[src/rtl/cache_pkg.sv]
// Shared types and geometry for the data-cache control stage.
package cache_pkg;

  localparam int unsigned TAG_W        = 10;
  localparam int unsigned IDX_W        = 6;
  localparam int unsigned OFF_W        = 1;
  localparam int unsigned CACHE_ADDR_W = 17;
  localparam int unsigned LINE_W       = 64;
  localparam int unsigned WORD_W       = 32;

  typedef enum logic [1:0] {
    IDLE  = 2'd0,
    MISS  = 2'd1,
    WRITE = 2'd2
  } state_e;

endpackage

[src/rtl/sat_counter.sv]
// Up-counter that sticks at all-ones instead of wrapping.
module sat_counter #(
  parameter int unsigned WIDTH = 16
) (
  input  logic             clk,
  input  logic             rst,
  input  logic             i_en,
  output logic [WIDTH-1:0] o_count
);

  logic [WIDTH-1:0] r_count;

  // Count enabled events; hold once every bit is set.
  always_ff @(posedge clk or negedge rst) begin
    if (!rst) begin
      r_count <= '0;
    end else if (i_en && (r_count != '1)) begin
      r_count <= r_count + WIDTH'(1'b1);
    end
  end

  assign o_count = r_count;

endmodule

[src/rtl/cache_controller.sv]
// MEM-stage front end for a 2-way data cache: zero-wait read hits, line fill on
// read miss, write-through / no-write-allocate stores, pipeline freeze while
// an SRAM transaction is outstanding, saturating hit/miss counters.
module cache_controller
  import cache_pkg::*;
#(
  parameter int unsigned BASE_ADDR = 32'd1024,
  parameter int unsigned CNT_W     = 16
) (
  input  logic                    clk,
  input  logic                    rst,
  // MEM stage
  input  logic [31:0]             mem_addr,
  input  logic [31:0]             mem_wdata,
  input  logic                    mem_r_en,
  input  logic                    mem_w_en,
  output logic [31:0]             mem_rdata,
  output logic                    ready,
  // Cache
  output logic [CACHE_ADDR_W-1:0] cache_address,
  output logic [LINE_W-1:0]       cache_write_data,
  output logic                    cache_read_en,
  output logic                    cache_write_en,
  output logic                    cache_invalid,
  input  logic                    cache_hit,
  input  logic [WORD_W-1:0]       cache_read_data,
  // SRAM controller
  output logic [31:0]             sram_addr,
  output logic [31:0]             sram_wdata,
  output logic                    sram_r_en,
  output logic                    sram_w_en,
  input  logic [LINE_W-1:0]       sram_rdata,
  input  logic                    sram_ready,
  // Statistics
  output logic [CNT_W-1:0]        hit_count,
  output logic [CNT_W-1:0]        miss_count
);

  state_e      r_state, w_next_state;
  logic [31:0] r_req_addr, r_req_wdata;
  logic [31:0] w_addr, w_wdata;
  logic [18:0] w_off;
  logic        w_unused_off;
  logic        w_accept;
  logic        w_hit_inc, w_miss_inc;

  // In IDLE the live request drives the address path; otherwise the latched one.
  assign w_addr  = (r_state == IDLE) ? mem_addr  : r_req_addr;
  assign w_wdata = (r_state == IDLE) ? mem_wdata : r_req_wdata;

  // Only bits 18:0 of the 32-bit difference reach the cache address.
  assign w_off         = w_addr[18:0] - BASE_ADDR[18:0];
  assign w_unused_off  = ^w_off[1:0];
  assign cache_address = w_off[18:2];

  assign sram_addr        = w_addr;
  assign sram_wdata       = w_wdata;
  assign cache_write_data = sram_rdata;

  assign w_accept = (r_state == IDLE) && (mem_r_en || mem_w_en);

  // State register and request latch.
  always_ff @(posedge clk or negedge rst) begin
    if (!rst) begin
      r_state     <= IDLE;
      r_req_addr  <= '0;
      r_req_wdata <= '0;
    end else begin
      r_state <= w_next_state;
      if (w_accept) begin
        r_req_addr  <= mem_addr;
        r_req_wdata <= mem_wdata;
      end
    end
  end

  // Next state, strobes, load data and counter enables.
  always_comb begin
    w_next_state   = r_state;
    ready          = 1'b1;
    mem_rdata      = '0;
    cache_read_en  = 1'b0;
    cache_write_en = 1'b0;
    cache_invalid  = 1'b0;
    sram_r_en      = 1'b0;
    sram_w_en      = 1'b0;
    w_hit_inc      = 1'b0;
    w_miss_inc     = 1'b0;

    unique case (r_state)
      IDLE: begin
        // A simultaneous load+store is treated as a store.
        if (mem_w_en) begin
          cache_invalid = 1'b1;
          sram_w_en     = 1'b1;
          ready         = 1'b0;
          w_next_state  = WRITE;
        end else if (mem_r_en) begin
          cache_read_en = 1'b1;
          if (cache_hit) begin
            mem_rdata = cache_read_data;
            w_hit_inc = 1'b1;
          end else begin
            ready        = 1'b0;
            sram_r_en    = 1'b1;
            w_miss_inc   = 1'b1;
            w_next_state = MISS;
          end
        end
      end
      MISS: begin
        sram_r_en     = 1'b1;
        cache_read_en = 1'b1;
        ready         = 1'b0;
        if (sram_ready) begin
          cache_write_en = 1'b1;
          mem_rdata      = w_off[2] ? sram_rdata[63:32] : sram_rdata[31:0];
          ready          = 1'b1;
          w_next_state   = IDLE;
        end
      end
      WRITE: begin
        sram_w_en = 1'b1;
        ready     = 1'b0;
        if (sram_ready) begin
          ready        = 1'b1;
          w_next_state = IDLE;
        end
      end
      default: w_next_state = IDLE;
    endcase

    // Reset blanks every output immediately, including mid-transaction.
    if (!rst) begin
      w_next_state   = IDLE;
      ready          = 1'b0;
      mem_rdata      = '0;
      cache_read_en  = 1'b0;
      cache_write_en = 1'b0;
      cache_invalid  = 1'b0;
      sram_r_en      = 1'b0;
      sram_w_en      = 1'b0;
      w_hit_inc      = 1'b0;
      w_miss_inc     = 1'b0;
    end
  end

  sat_counter #(
    .WIDTH (CNT_W)
  ) u_hit_cnt (
    .clk     (clk),
    .rst     (rst),
    .i_en    (w_hit_inc),
    .o_count (hit_count)
  );

  sat_counter #(
    .WIDTH (CNT_W)
  ) u_miss_cnt (
    .clk     (clk),
    .rst     (rst),
    .i_en    (w_miss_inc),
    .o_count (miss_count)
  );

endmodule
[config.mk]
export PLATFORM = sky130hd
export DESIGN_NAME = cache_controller
export DESIGN_NICKNAME = d
export VERILOG_FILES = /design/src/rtl/cache_pkg.sv /design/src/rtl/sat_counter.sv /design/src/rtl/cache_controller.sv
export SDC_FILE = /design/constraint.sdc
export NUM_CORES = 1
export LEC_CHECK = 0
export BUFFER_PORTS_ARGS = -buffer_cell sky130_fd_sc_hd__buf_4
export CAP_MARGIN = 10
export CORE_AREA = 4 4 147 149
export CTS_CLUSTER_DIAMETER = 80
export CTS_CLUSTER_SIZE = 24
export DETAILED_ROUTE_END_ITERATION = 12
export DIE_AREA = 0 0 151 153
export PLACE_DENSITY_LB_ADDON = 0.2
export REMOVE_ABC_BUFFERS = 1
export SETUP_SLACK_MARGIN = 0.1
export SYNTH_ARGS = -nofsm -noshare
export SYNTH_HDL_FRONTEND = slang
export SYNTH_SLANG_ARGS = --single-unit
[constraint.sdc]
create_clock -name clk -period 5.95 [get_ports clk]
set_input_delay 0.595 -clock clk [delete_from_list [all_inputs] [get_ports clk]]
set_output_delay 0.595 -clock clk [all_outputs]
set_load 0.005 [all_outputs]
Yosys cells after proc, flatten, opt, wreduce, memory -nomap -nowiden
Cells that the tools add are included.
{ "op_classes": {"reduce_logical": 7, "eq_ne": 7, "addsub": 3, "mux": 43} }
{ "ops": {"columns": ["op", "count"], "rows": [
  ["$mux W32", 8],
  ["$pmux W32 S2", 1],
  ["$add A16 B1 Y16 const B", 2],
  ["$ne A16 B16 Y1 const B", 2],
  ["$mux W1", 24],
  ["$sub A19 B11 Y19 const B", 1],
  ["$mux W2", 5],
  ["$ne A4 B4 Y1 const B", 2],
  ["$pmux W1 S2", 4],
  ["$pmux W2 S2", 1],
  ["$logic_and A1 B1 Y1", 3],
  ["$ne A3 B2 Y1 const B", 1],
  ["$reduce_and A3 Y1", 1],
  ["$eq A2 B1 Y1 const B", 1],
  ["$eq A2 B2 Y1 const B", 1],
  ["$logic_not A2 Y1", 1],
  ["$reduce_or A2 Y1", 1],
  ["$logic_or A1 B1 Y1", 1]
]} }
{ "word_totals": {"in_bits": 166, "word_cells": 65, "ff_bits": 98, "out_inout_bits": 215} }

Logic depth before layout (Yosys ltp)
{ "logic_depth": {"depth_word": 7, "depth_mapped": 12} }

Modules after synthesis
Synthesis repeated with hierarchy kept, for this count alone.
{ "unflattened": {"hier_cells": 610, "area_unflattened_um2": 6720.2} }
{ "modules_own_cells": {"columns": ["module", "cells_each", "n_inst", "area_per_inst_um2"], "rows": [
  ["cache_controller", 456, 1, 4951.0],
  ["sat_counter", 77, 2, 884.6]
]} }

Worst setup path after synthesis
OpenSTA, ideal clock, no wires.
{ "synth_timing": {"path_type": "register -> output", "startpoint": "reg r_state[1]", "endpoint": "out cache_address[16]", "arrival_ps": 2834, "stages_incl_launch_ff": 13, "setup_slack_ps": 2521, "required_time_ps": 5355, "cell_sequence": "dfrtp_1 > inv_1 > ha_1 > buf_2 > buf_2 > buf_2 > buf_2 > mux2i_1 > ha_1 > o21ai_0 > or2_2 > nor3_1 > xor2_1"} }
{ "synth_between": {"elab_chain_len": 3} }
{ "synth_rtl": {"columns": ["element", "line_no", "text"], "rows": [
  ["from (decl)", "cache_controller.sv:39", "state_e r_state, w_next_state;"],
  ["from (signal assigned)", "cache_controller.sv:69", "r_state <= w_next_state;"],
  ["$logic_not A2 Y1", "cache_controller.sv:48", "assign w_addr = (r_state == IDLE) ? mem_addr : r_req_addr;"],
  ["$mux W32", "cache_controller.sv:48", null],
  ["$sub A19 B11 Y19", "cache_controller.sv:52", "assign w_off = w_addr[18:0] - BASE_ADDR[18:0];"],
  ["to (decl)", "cache_controller.sv:20", "output logic [CACHE_ADDR_W-1:0] cache_address,"]
]} }
No other way between the ends.

Worst setup path in the final report
{ "layout_timing": {"startpoint": "reg r_state[1]", "endpoint": "out mem_rdata[4]"} }
{ "layout_between": {"elab_chain_len": 7, "elab_cells_between_ends": 8, "classes_between": "add/sub (1); eq/ne (1); mux (5); reduce/logical (1)"} }
{ "layout_rtl": {"columns": ["element", "line_no", "text"], "rows": [
  ["$logic_not A2 Y1", "cache_controller.sv:48, cache_controller.sv:90", null],
  ["$mux W32", "cache_controller.sv:48", null],
  ["$sub A19 B11 Y19", "cache_controller.sv:52", null],
  ["$mux W32", "cache_controller.sv:117", "mem_rdata = w_off[2] ? sram_rdata[63:32] : sram_rdata[31:0];"],
  ["$mux W32", "cache_controller.sv:115", "if (sram_ready) begin"],
  ["$pmux W32 S2 *", "cache_controller.sv:90", "unique case (r_state)"],
  ["$mux W32 *", "cache_controller.sv:134", "if (!rst) begin"],
  ["to (decl)", "cache_controller.sv:17", "output logic [31:0] mem_rdata,"]
]} }
Mark *: on every way between the ends. The rest lies on a longest branch, timed or not.

==> impl_metrics.env <==
export IMPL_grt_total_usage=0.1898
export IMPL_crit_type="reg2out"
export IMPL_drive_gt1_frac=0.5728
export IMPL_max_slew_margin_rel=0.2025
export IMPL_worst_slew_pin_slew_ns=1.193
export IMPL_drt_iter0_drc=202
export IMPL_synth_xor_area_share=0.04680
export IMPL_setup_viol_count_final=0
export IMPL_yosysTopAreaCell="dfrtp_1"
export IMPL_grt_pass1_vias=5766
export IMPL_totalPowerFinal_mw=2.169
export IMPL_fin_util=0.4576
export IMPL_yosys_area_share_simple=0.1451
export IMPL_place_gp_congestion=0.8736
export IMPL_fillers=2014
export IMPL_dp_hpwl_um=18460
export IMPL_drtPass1Iterations=4
export IMPL_detailed_place_area_mm2=0.008946
export IMPL_layout_setup_ws_ns=1.734
export IMPL_maxCapViolCount=0
export IMPL_p_sw_mw=0.6683
export IMPL_ant_nets=0
export IMPL_grt_pass1_wl_um=33930
export IMPL_postCtsSetupBuffers=0
export IMPL_dpl_cell_count=1202
export IMPL_synth_top_family_by_area="multiplexers"
export IMPL_die_w_um=151
export IMPL_clock_latency_ns=0.35
export IMPL_grt_max_degree=72
export IMPL_syn_area_per_cell_um2=9.775
export IMPL_port_buffers=380
export IMPL_synth_seq_cells=98
export IMPL_synth_edf_count=0
export IMPL_final_nets=1116
export IMPL_place_ws_ns=2.089
export IMPL_cts_tree="built"
export IMPL_fin_crit_ns=4.216
export IMPL_wl_um=23220
export IMPL_combPwrFrac=0.361
export IMPL_whs_ns=0.2834
export IMPL_via_count=5746
export IMPL_synth_cell_type_count=42
export IMPL_rsz0062_at_grt="false"
export IMPL_drv_slew=0
export IMPL_synth_compound_area_frac=0.06311
export IMPL_ctsResizeCount=0
export IMPL_switching_share=0.3081
export IMPL_worstSetupEndpointType="output port"
export IMPL_synth_area_mm2=0.006364
export IMPL_ir_drop_v=0.0001205
export IMPL_cts_hold_buffers=0
export IMPL_drcViolationCount=0
export IMPL_cts_sinks=98
export IMPL_synthFlopType="dfrtp_1"
export IMPL_syn_to_final_growth_pct=45.05
export IMPL_fp_row_count=52
export IMPL_synthAdderAreaFrac=0.01376
export IMPL_seqCellArea_mm2=0.002452
export IMPL_seqPwrFrac=0.385
export IMPL_synthMuxAreaShare=0.2328
export IMPL_hold_path_class="in2async"
export IMPL_design_area_mm2=0.009230
export IMPL_internal_power_mw=1.501
export IMPL_cts_inserted_buffers=9
export IMPL_dieArea_mm2=0.02310
export IMPL_finalHoldViolCount=0
export IMPL_avgViaCountPerCell=4.698
export IMPL_yosys_warnings=0
export IMPL_stdcell_count=1223
export IMPL_coreArea_mm2=0.02017
export IMPL_worstPathMaxFanout=34
export IMPL_cts_root_buf="clkbuf_16"
export IMPL_wl_per_cell_um=18.99
export IMPL_overflow=0
export IMPL_synth_top_area_share=0.3854
export IMPL_fin_skew_ns=0.01045
export IMPL_die_height_um=153
export IMPL_seq_area_frac_synth=0.3854
export IMPL_p_leak_nw=4.512
export IMPL_multi_input_area_mm2=0.003232
export IMPL_io_pins=381
export IMPL_clkPwrFrac=0.254
export IMPL_cts_htree_levels=3
export IMPL_arrival_ns=3.62
export IMPL_antenna_found_initial=6
export IMPL_fin_tns_setup_ns=0
export IMPL_clk_pin_slew_worst_paths_ns=0.07
export IMPL_async_flop_share=1.000
export IMPL_initial_core_util=0.3155
export IMPL_finalCritPeriodShare=0.7087
export IMPL_critPathLaunchType="flop"
export IMPL_synthCells=651
export IMPL_synth_area_leaders="dfrtp_1, mux2_2, buf_4"
export IMPL_clock_path_buffers=2
export IMPL_max_freq_mhz=237.2
export IMPL_required_ns=5.36
export IMPL_status="completed"
export IMPL_p_per_area_mw_per_mm2=235.0
## worst max-delay path: stages (launching register included)
cell,delay [ns]
dfrtp_1,0.43
inv_1,0.13
ha_4,0.20
mux2i_4,0.90
inv_1,0.87
nand2_1,0.27
a21oi_1,0.09
a21oi_1,0.17
nor2_1,0.06
buf_4,0.15
## synth_stat cells (3+ instances only)
cell,number
o21ai_1,3
nor2_1,46
nand4_1,9
mux2_2,128
nand2_1,84
xnor2_1,15
ha_1,7
xor2_1,19
dfrtp_1,98
nor3_1,5
nand3_1,11
mux2i_1,4
o21ai_0,3
buf_4,74
nor2b_1,4
clkbuf_1,14
inv_1,9
buf_2,14
a21oi_1,66
and3_1,7
## state kept, by name, indices dropped and copies added, names as in the netlist
signal / flops
r_req_addr: 32
r_req_wdata: 32
u_hit_cnt.o_count: 16
u_miss_cnt.o_count: 16
r_state: 2
## path summary, 6_finish.rpt
check / start / endpoint / slack, ns / cells past startpoint
worst min register to register: r_req_wdata[27] / r_req_wdata[27] / 0.50 / 1
worst min-delay path: rst / r_req_wdata[14] / 0.28 / 1
min in group clk: mem_addr[4] / r_req_addr[4] / 0.47 / 2
worst max-delay path: r_state[1] / mem_rdata[4] / 1.73 / 9
worst max register to register: r_state[1] / r_req_wdata[5] / 3.46 / 6
max in group asynchronous: rst / u_hit_cnt.o_count[3] / 4.45 / 2
## power by group through the flow
| stage | sequential (mW) | clock [mW] | combinational, mW |
|---|---|---|---|
| floorplan | 0.832 | 0 | 0.373 |
| global placement | 0.846 | 0 | 0.792 |
| detailed placement | 0.847 | 0 | 0.798 |
| CTS | 0.836 | 0.576 | 0.801 |
| global route | 0.850 | 0.597 | 0.858 |
| finish | 0.836 | 0.550 | 0.783 |
## kinds of logic after synthesis
| kind of cell | after synthesis |
|---|---|
| buf+inv | 113 |
| xor+xnor | 34 |
| flops | 98 |
| simple gates | 190 |
| mux | 132 |
| compound gates | 77 |
| fa+ha+maj | 7 |
## routing by layer
layer  up-vias  GRT usage  share of wire  wire (µm)
met3        21    0.06189          0.098       2277
li1       2743          -              -          -
met1      2733     0.2101           0.37       8516
met5         -          0        0.00056         13
met4         2    0.07340          0.018        413
met2       247     0.3343           0.52      12000
## cell usage in the layout, fill, tap and decap left out, types with 5 or more instances in the layout
cell       Yosys  final
buf_4         74    385
a21oi_1       66     66
clkbuf_16      0      9
ha_1           7      6
nand4_1        9      9
and3_1         7      7
nand3_1       11     11
xnor2_1       15     15
xor2_1        19     19
dfrtp_1       98     98
nor3_1         5      5
mux2_2       128    128
diode_2        0      5
inv_1          9      9
nor2_1        46     46
nand2_1       84     84
## final cells by class
type,count,area share
tap,270,0.03660
sequential,98,0.2657
clock inverter,6,0.004609
clock buffer,10,0.02481
timing repair buffer,385,0.3131
antenna,5,0.001356
inverter,9,0.003660
multi-input combinational,440,0.3501
(Power assumes the default switching activity.)
